`src/rtl/alu_mp_sequencer.sv`:
```
// ============================================================================
//  Module   : alu_mp_sequencer
//  Purpose  : Multi-precision front end that streams a wide command through an
//             8-bit ALU one byte per cycle, LSB first, chaining carry/borrow.
//  Revision : 1.0  initial release
// ============================================================================
`default_nettype none

module alu_mp_sequencer #(
   parameter int NBYTES = 4
) (
   input  logic                  clk,
   input  logic                  rst_n,
   input  logic                  cmd_valid,
   output logic                  cmd_ready,
   input  logic [2:0]            cmd_fn,
   input  logic [8*NBYTES-1:0]   cmd_a,
   input  logic [8*NBYTES-1:0]   cmd_b,
   input  logic                  cmd_cin,
   output logic [2:0]            alu_fn,
   output logic [7:0]            alu_a,
   output logic [7:0]            alu_b,
   output logic                  alu_cin,
   input  logic [7:0]            alu_out,
   input  logic                  alu_co,
   input  logic                  alu_z,
   output logic                  res_valid,
   input  logic                  res_ready,
   output logic [8*NBYTES-1:0]   res_data,
   output logic                  res_co,
   output logic                  res_z
);

   localparam int IDXW = (NBYTES > 1) ? $clog2(NBYTES) : 1;
   localparam logic [IDXW-1:0] c_LAST = IDXW'(NBYTES - 1);

   localparam logic [1:0] S_IDLE = 2'd0;
   localparam logic [1:0] S_EXEC = 2'd1;
   localparam logic [1:0] S_DONE = 2'd2;

   logic [1:0]                r_state;
   logic [1:0]                w_state_nxt;
   logic [IDXW-1:0]           r_idx;
   logic                      r_carry;
   logic [2:0]                r_fn;
   logic [NBYTES-1:0][7:0]    r_a;
   logic [NBYTES-1:0][7:0]    r_b;
   logic [NBYTES-1:0][7:0]    r_res;
   logic [NBYTES-1:0][7:0]    w_res_nxt;
   logic                      r_res_co;
   logic                      r_res_z;
   logic                      r_res_valid;
   logic                      w_accept;
   logic                      w_last;
   logic                      w_unused_alu_z;

   assign w_unused_alu_z = alu_z;
   assign w_accept       = cmd_valid && (r_state == S_IDLE);
   assign w_last         = (r_idx == c_LAST);

   assign res_valid = r_res_valid;
   assign res_data  = r_res;
   assign res_co    = r_res_co;
   assign res_z     = r_res_z;

   always_ff @(posedge clk or negedge rst_n) begin
      if (!rst_n) r_state <= S_IDLE;
      else        r_state <= w_state_nxt;
   end

   always_comb begin
      w_state_nxt = r_state;
      case (r_state)
         S_IDLE:  if (w_accept)  w_state_nxt = S_EXEC;
         S_EXEC:  if (w_last)    w_state_nxt = S_DONE;
         S_DONE:  if (res_ready) w_state_nxt = S_IDLE;
         default:                w_state_nxt = S_IDLE;
      endcase
   end

   always_comb begin
      cmd_ready = (r_state == S_IDLE);
      alu_fn    = r_fn;
      alu_a     = 8'h00;
      alu_b     = 8'h00;
      alu_cin   = 1'b0;
      if (r_state == S_EXEC) begin
         alu_a   = r_a[r_idx];
         alu_b   = r_b[r_idx];
         alu_cin = r_carry;
      end
   end

   // Result as it will look after this edge; the zero flag needs the final byte included.
   always_comb begin
      w_res_nxt        = r_res;
      w_res_nxt[r_idx] = alu_out;
   end

   always_ff @(posedge clk or negedge rst_n) begin
      if (!rst_n) begin
         r_idx       <= '0;
         r_carry     <= 1'b0;
         r_fn        <= 3'b000;
         r_a         <= '0;
         r_b         <= '0;
         r_res       <= '0;
         r_res_co    <= 1'b0;
         r_res_z     <= 1'b0;
         r_res_valid <= 1'b0;
      end else begin
         case (r_state)
            S_IDLE: begin
               if (w_accept) begin
                  r_fn    <= cmd_fn;
                  r_a     <= cmd_a;
                  r_b     <= cmd_b;
                  r_carry <= cmd_cin & ~cmd_fn[2];
                  r_res   <= '0;
                  r_idx   <= '0;
               end
            end
            S_EXEC: begin
               r_res   <= w_res_nxt;
               r_carry <= alu_co;
               if (w_last) begin
                  r_res_co    <= alu_co & ~r_fn[2];
                  r_res_z     <= (w_res_nxt == '0);
                  r_res_valid <= 1'b1;
               end else begin
                  r_idx <= r_idx + 1'b1;
               end
            end
            S_DONE: begin
               if (res_ready) r_res_valid <= 1'b0;
            end
            default: r_res_valid <= 1'b0;
         endcase
      end
   end

endmodule

`default_nettype wire

```
`config.mk`:
```
export PLATFORM = sky130hd
export DESIGN_NAME = alu_mp_sequencer
export DESIGN_NICKNAME = d
export VERILOG_FILES = /design/src/rtl/alu_mp_sequencer.sv
export SDC_FILE = /design/constraint.sdc
export NUM_CORES = 1
export LEC_CHECK = 0
export CORE_ASPECT_RATIO = 1.5
export CORE_MARGIN = 1.5
export CORE_UTILIZATION = 33
export DETAILED_ROUTE_END_ITERATION = 16
export DONT_BUFFER_PORTS = 1
export GPL_TIMING_DRIVEN = 0
export SLEW_MARGIN = 20
export SYNTH_ARGS = -nofsm -noshare
export SYNTH_HDL_FRONTEND = slang
export SYNTH_SLANG_ARGS = --single-unit
```
`constraint.sdc`:
```
create_clock -name clk -period 2.61 [get_ports clk]
set_clock_uncertainty 0.15 [all_clocks]
set_input_delay 0.261 -clock clk [delete_from_list [all_inputs] [get_ports clk]]
set_output_delay 0.261 -clock clk [all_outputs]
set_load 0.005 [all_outputs]
```
[After elaboration in Yosys (flattened, before gate mapping)]
Index checks and enable logic that the tools add are counted.
Storage, ports and cells
  register bits after elaboration: 107
  logic and storage cells: 69
Cells by class
  reduce and logical (&&, ||, !) cells: 11
  bitwise gates (word level): 5
  equality and inequality tests: 7
  add/subtract/negate cells: 1
  magnitude comparators: 2
  multiplexer cells: 24
Operators by type and width (count)
  $pmux W32 S2: 1
  $mux W8: 5
  $bmux W8 S2: 2
  $bwmux W32: 1
  $logic_not A32 Y1: 1
  $mux W32: 1
  $demux W8 S2: 1
  $mux W2: 5
  $reduce_and A3 Y1: 3
  $ne A2 B2 Y1 const B: 3
  $pmux W2 S3: 1
  $reduce_and A2 Y1: 3
  $eq A2 B2 Y1 const B: 2
  $mux W1: 4
  $pmux W2 S2: 1
  $lt A2 B3 Y1 const B: 1
  $not A1 Y1: 3
  $pmux W1 S3: 1
  $add A2 B1 Y2 const B: 1
  $and A1 B1 Y1: 2
  $eq A2 B1 Y1 const B: 1
  $ge A2 B1 Y1 const B: 1
  $logic_and A1 B1 Y1: 2
  $logic_not A2 Y1: 1
  other kinds (3): 3

[Depth between registers and ports, before layout]
  depth in word-level cells: 6
  mapped depth: 8
  gate-level depth less buffers: 6

[Worst setup path before layout]
Ideal clock, no wire load.
  kind: register -> register
  start: register r_idx[1]
  end: register r_res_z (netlist: res_z)
  slack: 0.053 ns
  clock period less this slack: 2.557 ns
  arrival: 2.330 ns
  stages on the path, launching flop included: 9
  data required time: 2.384 ns
  library setup time: 0.076 ns
  path buffers: 3
  cell sequence: dfrtp_1 clkbuf_1 buf_1 inv_1 ha_1 clkbuf_1 o22a_1 or4_1 o21ai_1
On the way
  word-level cells in the longest chain between the ends: 6
  elaborated cells on any way between the ends: 9
  classes of those cells: order compare: 2; eq/ne: 1; mux: 3; reduce/logical: 3
Ends and longest elaborated chain
  start: declaration: RTL line 43  | logic [IDXW-1:0] r_idx;
  start signal: assignment: RTL line 131  | r_idx <= r_idx + 1'b1;
  $lt A2 B3 Y1 (implied by the code) / $ge A2 B1 Y1 (equally long branches): RTL line 97  | w_res_nxt[r_idx] = alu_out;
  $logic_and A1 B1 Y1 (implied by the code): RTL line 97
  $mux W8 (implied by the code): RTL line 97
  $demux W8 S2: RTL line 97
  $bwmux W32: RTL line 97
  $logic_not A32 Y1: RTL line 128  | r_res_z <= (w_res_nxt == '0);
  end signal: assignment: RTL line 128
  end: declaration: RTL line 51  | logic r_res_z;
Parallel ways exist; a longest one is shown, timed or not.
A chain may end at the register's enable or synchronous reset.

[Worst setup path in the final report]
Ends and elaborated chain as after synthesis.

==> impl_metrics.json <==
{
  "outcome": "finished with violations",
  "failed_checks": "negative hold slack",
  "cts_setup_buffers": 0,
  "grt-busiest-layer": "met2",
  "reg2reg_from": "r_idx[1]",
  "drtPass1Iterations": 4,
  "grt_pass1_wl_um": 19900,
  "drv_slew": 0,
  "seq_area_frac_synth_pct": 56.0,
  "cts_made_buffers": 9,
  "fin_area_um2": 6170,
  "routed_wl_um": 12900,
  "antenna_found_initial": 0,
  "cts_root_buf": "clkbuf_16",
  "crit_start": "r_idx[1]",
  "start_util_pct": 34.0,
  "finalNetCount": 509,
  "leakage_nw": 2.53,
  "grt_max_degree": 108,
  "drt_iter0_drc": 117,
  "met3_usage_pct": 4.27,
  "first_global_vias": 3594,
  "path_common_cell": "buf_6",
  "worstMarginPinSlew_ps": 580,
  "syn_inst": 335,
  "netlist_area_um2": 4780,
  "holdCritPathClass": "in2async",
  "crit_path_max_fanout": 10,
  "dieArea_um2": 15200,
  "ys.warnings.count": 0,
  "cpMaxStageDelayCell": "or4_1",
  "post_dp_cell_area_um2": 5020,
  "path_cells": "buf_6, buf_6, inv_1, ha_1, clkbuf_2, o22a_1, or4_1, o21ai_1",
  "dp.cells": 527,
  "cts_tree": "built",
  "hold_slack_ps": -536,
  "ys.flop_type": "dfrtp_1",
  "io_pins": 138,
  "die_y_um": 150,
  "core_um2": 14100,
  "path_clk_slew_ps": 70,
  "syn_to_final_growth_pct": 28.9,
  "start_kind": "flop",
  "drv_cap": 0,
  "ir_worst_vdd_mv": 0.496,
  "port_buffers": 0,
  "synth_edf_count": 0,
  "ys_ff_latch": 107,
  "grt_use_total_pct": 17.7,
  "end_kind": "flop",
  "clkLatencyLatePin_ps": 340,
  "drive_gt1_share_pct": 27.2,
  "layout_min_cycle_time_ps": 2450,
  "yosys.cell_types.count": 37,
  "grt_remaining_overflow": 0,
  "ctsHtreeMaxLevel": 3,
  "place_congestion": 0.827,
  "drc": 0,
  "hpwlAfterDp_um": 8650,
  "post-route-util_pct": 43.9,
  "cts_sinks": 107,
  "vias": 3254,
  "hold_viol_final": 107,
  "final_cells": 620,
  "via_per_inst": 5.25,
  "fmaxAchievable_mhz": 408,
  "die-width_um": 101,
  "critPathBufInv": 4,
  "crit_type": "reg2reg",
  "period_share_pct": 93.8,
  "hold_buffers": 76,
  "use_met1_pct": 19.4,
  "rows": 53,
  "use_met2_pct": 31.9,
  "clockBufferDepth": 2,
  "rsz0062_at_grt": "false",
  "worstPathArrival_ps": 2570,
  "relSlewSlack_pct": 61.1,
  "synth_nets": 422,
  "async_reset_ff_share_pct": 100,
  "crit_path_max_incr_delay_ps": 480,
  "critical_path.top_delay_family": "buffers and inverters",
  "worstPathRequired_ps": 2730,
  "postRouteAntennaNets": 0,
  "powerDensity_nw_per_um2": 1230,
  "wl_per_cell_um": 20.7,
  "final-setup-viol-count": 0,
  "syn_area_per_cell_um2": 14.3
}
==> flip-flops by register name (all words and copies together) (netlist names) <==
| register | flops |
|---|---|
| r_a | 32 |
| r_b | 32 |
| res_data | 32 |
| alu_fn | 3 |
| r_idx | 2 |
| r_state | 2 |
| r_carry | 1 |
| res_co | 1 |
| res_valid | 1 |
| res_z | 1 |
==> worst reg2reg max path, cell delays in order (launching register included) <==
cell	delay [ps]
dfrtp_1	420
buf_6	190
buf_6	200
inv_1	80
ha_1	260
clkbuf_2	220
o22a_1	250
or4_1	480
o21ai_1	130
==> stage by stage <==
step | setup slack, ps | TNS, ps | hold WS, ps | power, mW
final | 162 | 0 | -536 | 7.57
after global routing | 30.2 | 0 | -561 | 8.07
after CTS | 25.3 | 0 | -558 | 7.63
after detailed placement | -802 | -10750 | -181 | 5.92
after global placement | -714 | -8410 | -181 | 5.76
after floorplan | 53.1 | 0 | -185 | 5.11
==> cells in the mapped netlist, drive strengths merged, types with 9 or more instances <==
library cell | n | area (µm²)
mux2 | 68 | 766
and2 | 17 | 106
a22o | 12 | 105
o21ai | 9 | 45.0
buf | 11 | 53.8
a32o | 21 | 210
mux4 | 16 | 360
clkbuf | 13 | 48.8
dfrtp | 107 | 2680
==> path summary, 6_finish.rpt <==
| check | end | slack, ps | cells past startpoint |
|---|---|---|---|
| hold reg to reg | r_a[13] | 350 | 1 |
| hold / removal | res_data[27] | -540 | 0 |
| setup reg to reg | res_z | 160 | 8 |
| max in group asynchronous | r_a[29] | 2700 | 0 |
| setup / recovery | res_z | 160 | 8 |
| min in group clk | res_z | 60 | 4 |
==> where the power goes <==
part	switching, mW	total [mW]	internal, mW
registers	0.512	2.95	2.44
clock network	0.597	1.56	0.965
logic	1.42	3.06	1.63
total	2.53	7.57	5.04
==> cell type report <==
type,instances,area [µm²]
Inverter,5,18.8
Tap cell,192,240
Buffer,24,134
Fill cell,1311,7890
Sequential cell,107,2680
Antenna cell,1,2.50
Timing Repair Buffer,76,761
Clock buffer,12,246
Multi-Input combinational cell,199,1990
Clock inverter,4,97.6
==> repair_timing <==
action,4_1_cts,5_1_grt
gates resized for setup,9,7
cloned,0,0
endpoints found under the hold margin,202,107
setup endpoints to repair,38,9
==> layout by cell type, fill, tap and decap left out, drive strengths merged <==
cell,instances
nand4,1
dlygate4sd3,76
o22ai,3
or4,6
nor4,2
buf,12
o21bai,1
a211oi,1
o32ai,1
a22o,12
nand2b,6
bufinv,3
ha,5
diode,1
o41ai,1
clkbuf,24
nor4b,1
mux2,68
inv,5
or3,1
a21oi,1
nand3b,1
nor2,6
o22a,1
nor3b,3
nor2b,3
mux2i,1
mux4,16
dfrtp,107
a32o,21
nand2,6
o21ai,9
o2111ai,1
clkinvlp,1
and2,17
nor3,2
a32oi,1
or2,1
==> routing by layer <==
| layer | wire length [µm] | up-vias |
|---|---|---|
| met5 | 0 | - |
| met4 | 262 | 0 |
| met3 | 821 | 18 |
| met2 | 6840 | 117 |
| met1 | 4940 | 1684 |
| li1 | - | 1435 |
==> cell families after synthesis <==
| group | share of synthesized area [%] |
|---|---|
| AO/OA/AOI/OAI | 9.26 |
| flip-flops | 56.0 |
| multiplexers | 23.8 |
| adder cells (fa/ha/maj) | 1.31 |
| buffers and inverters | 2.54 |
| AND/OR/NAND/NOR | 7.17 |
(Power assumes the default switching activity.)
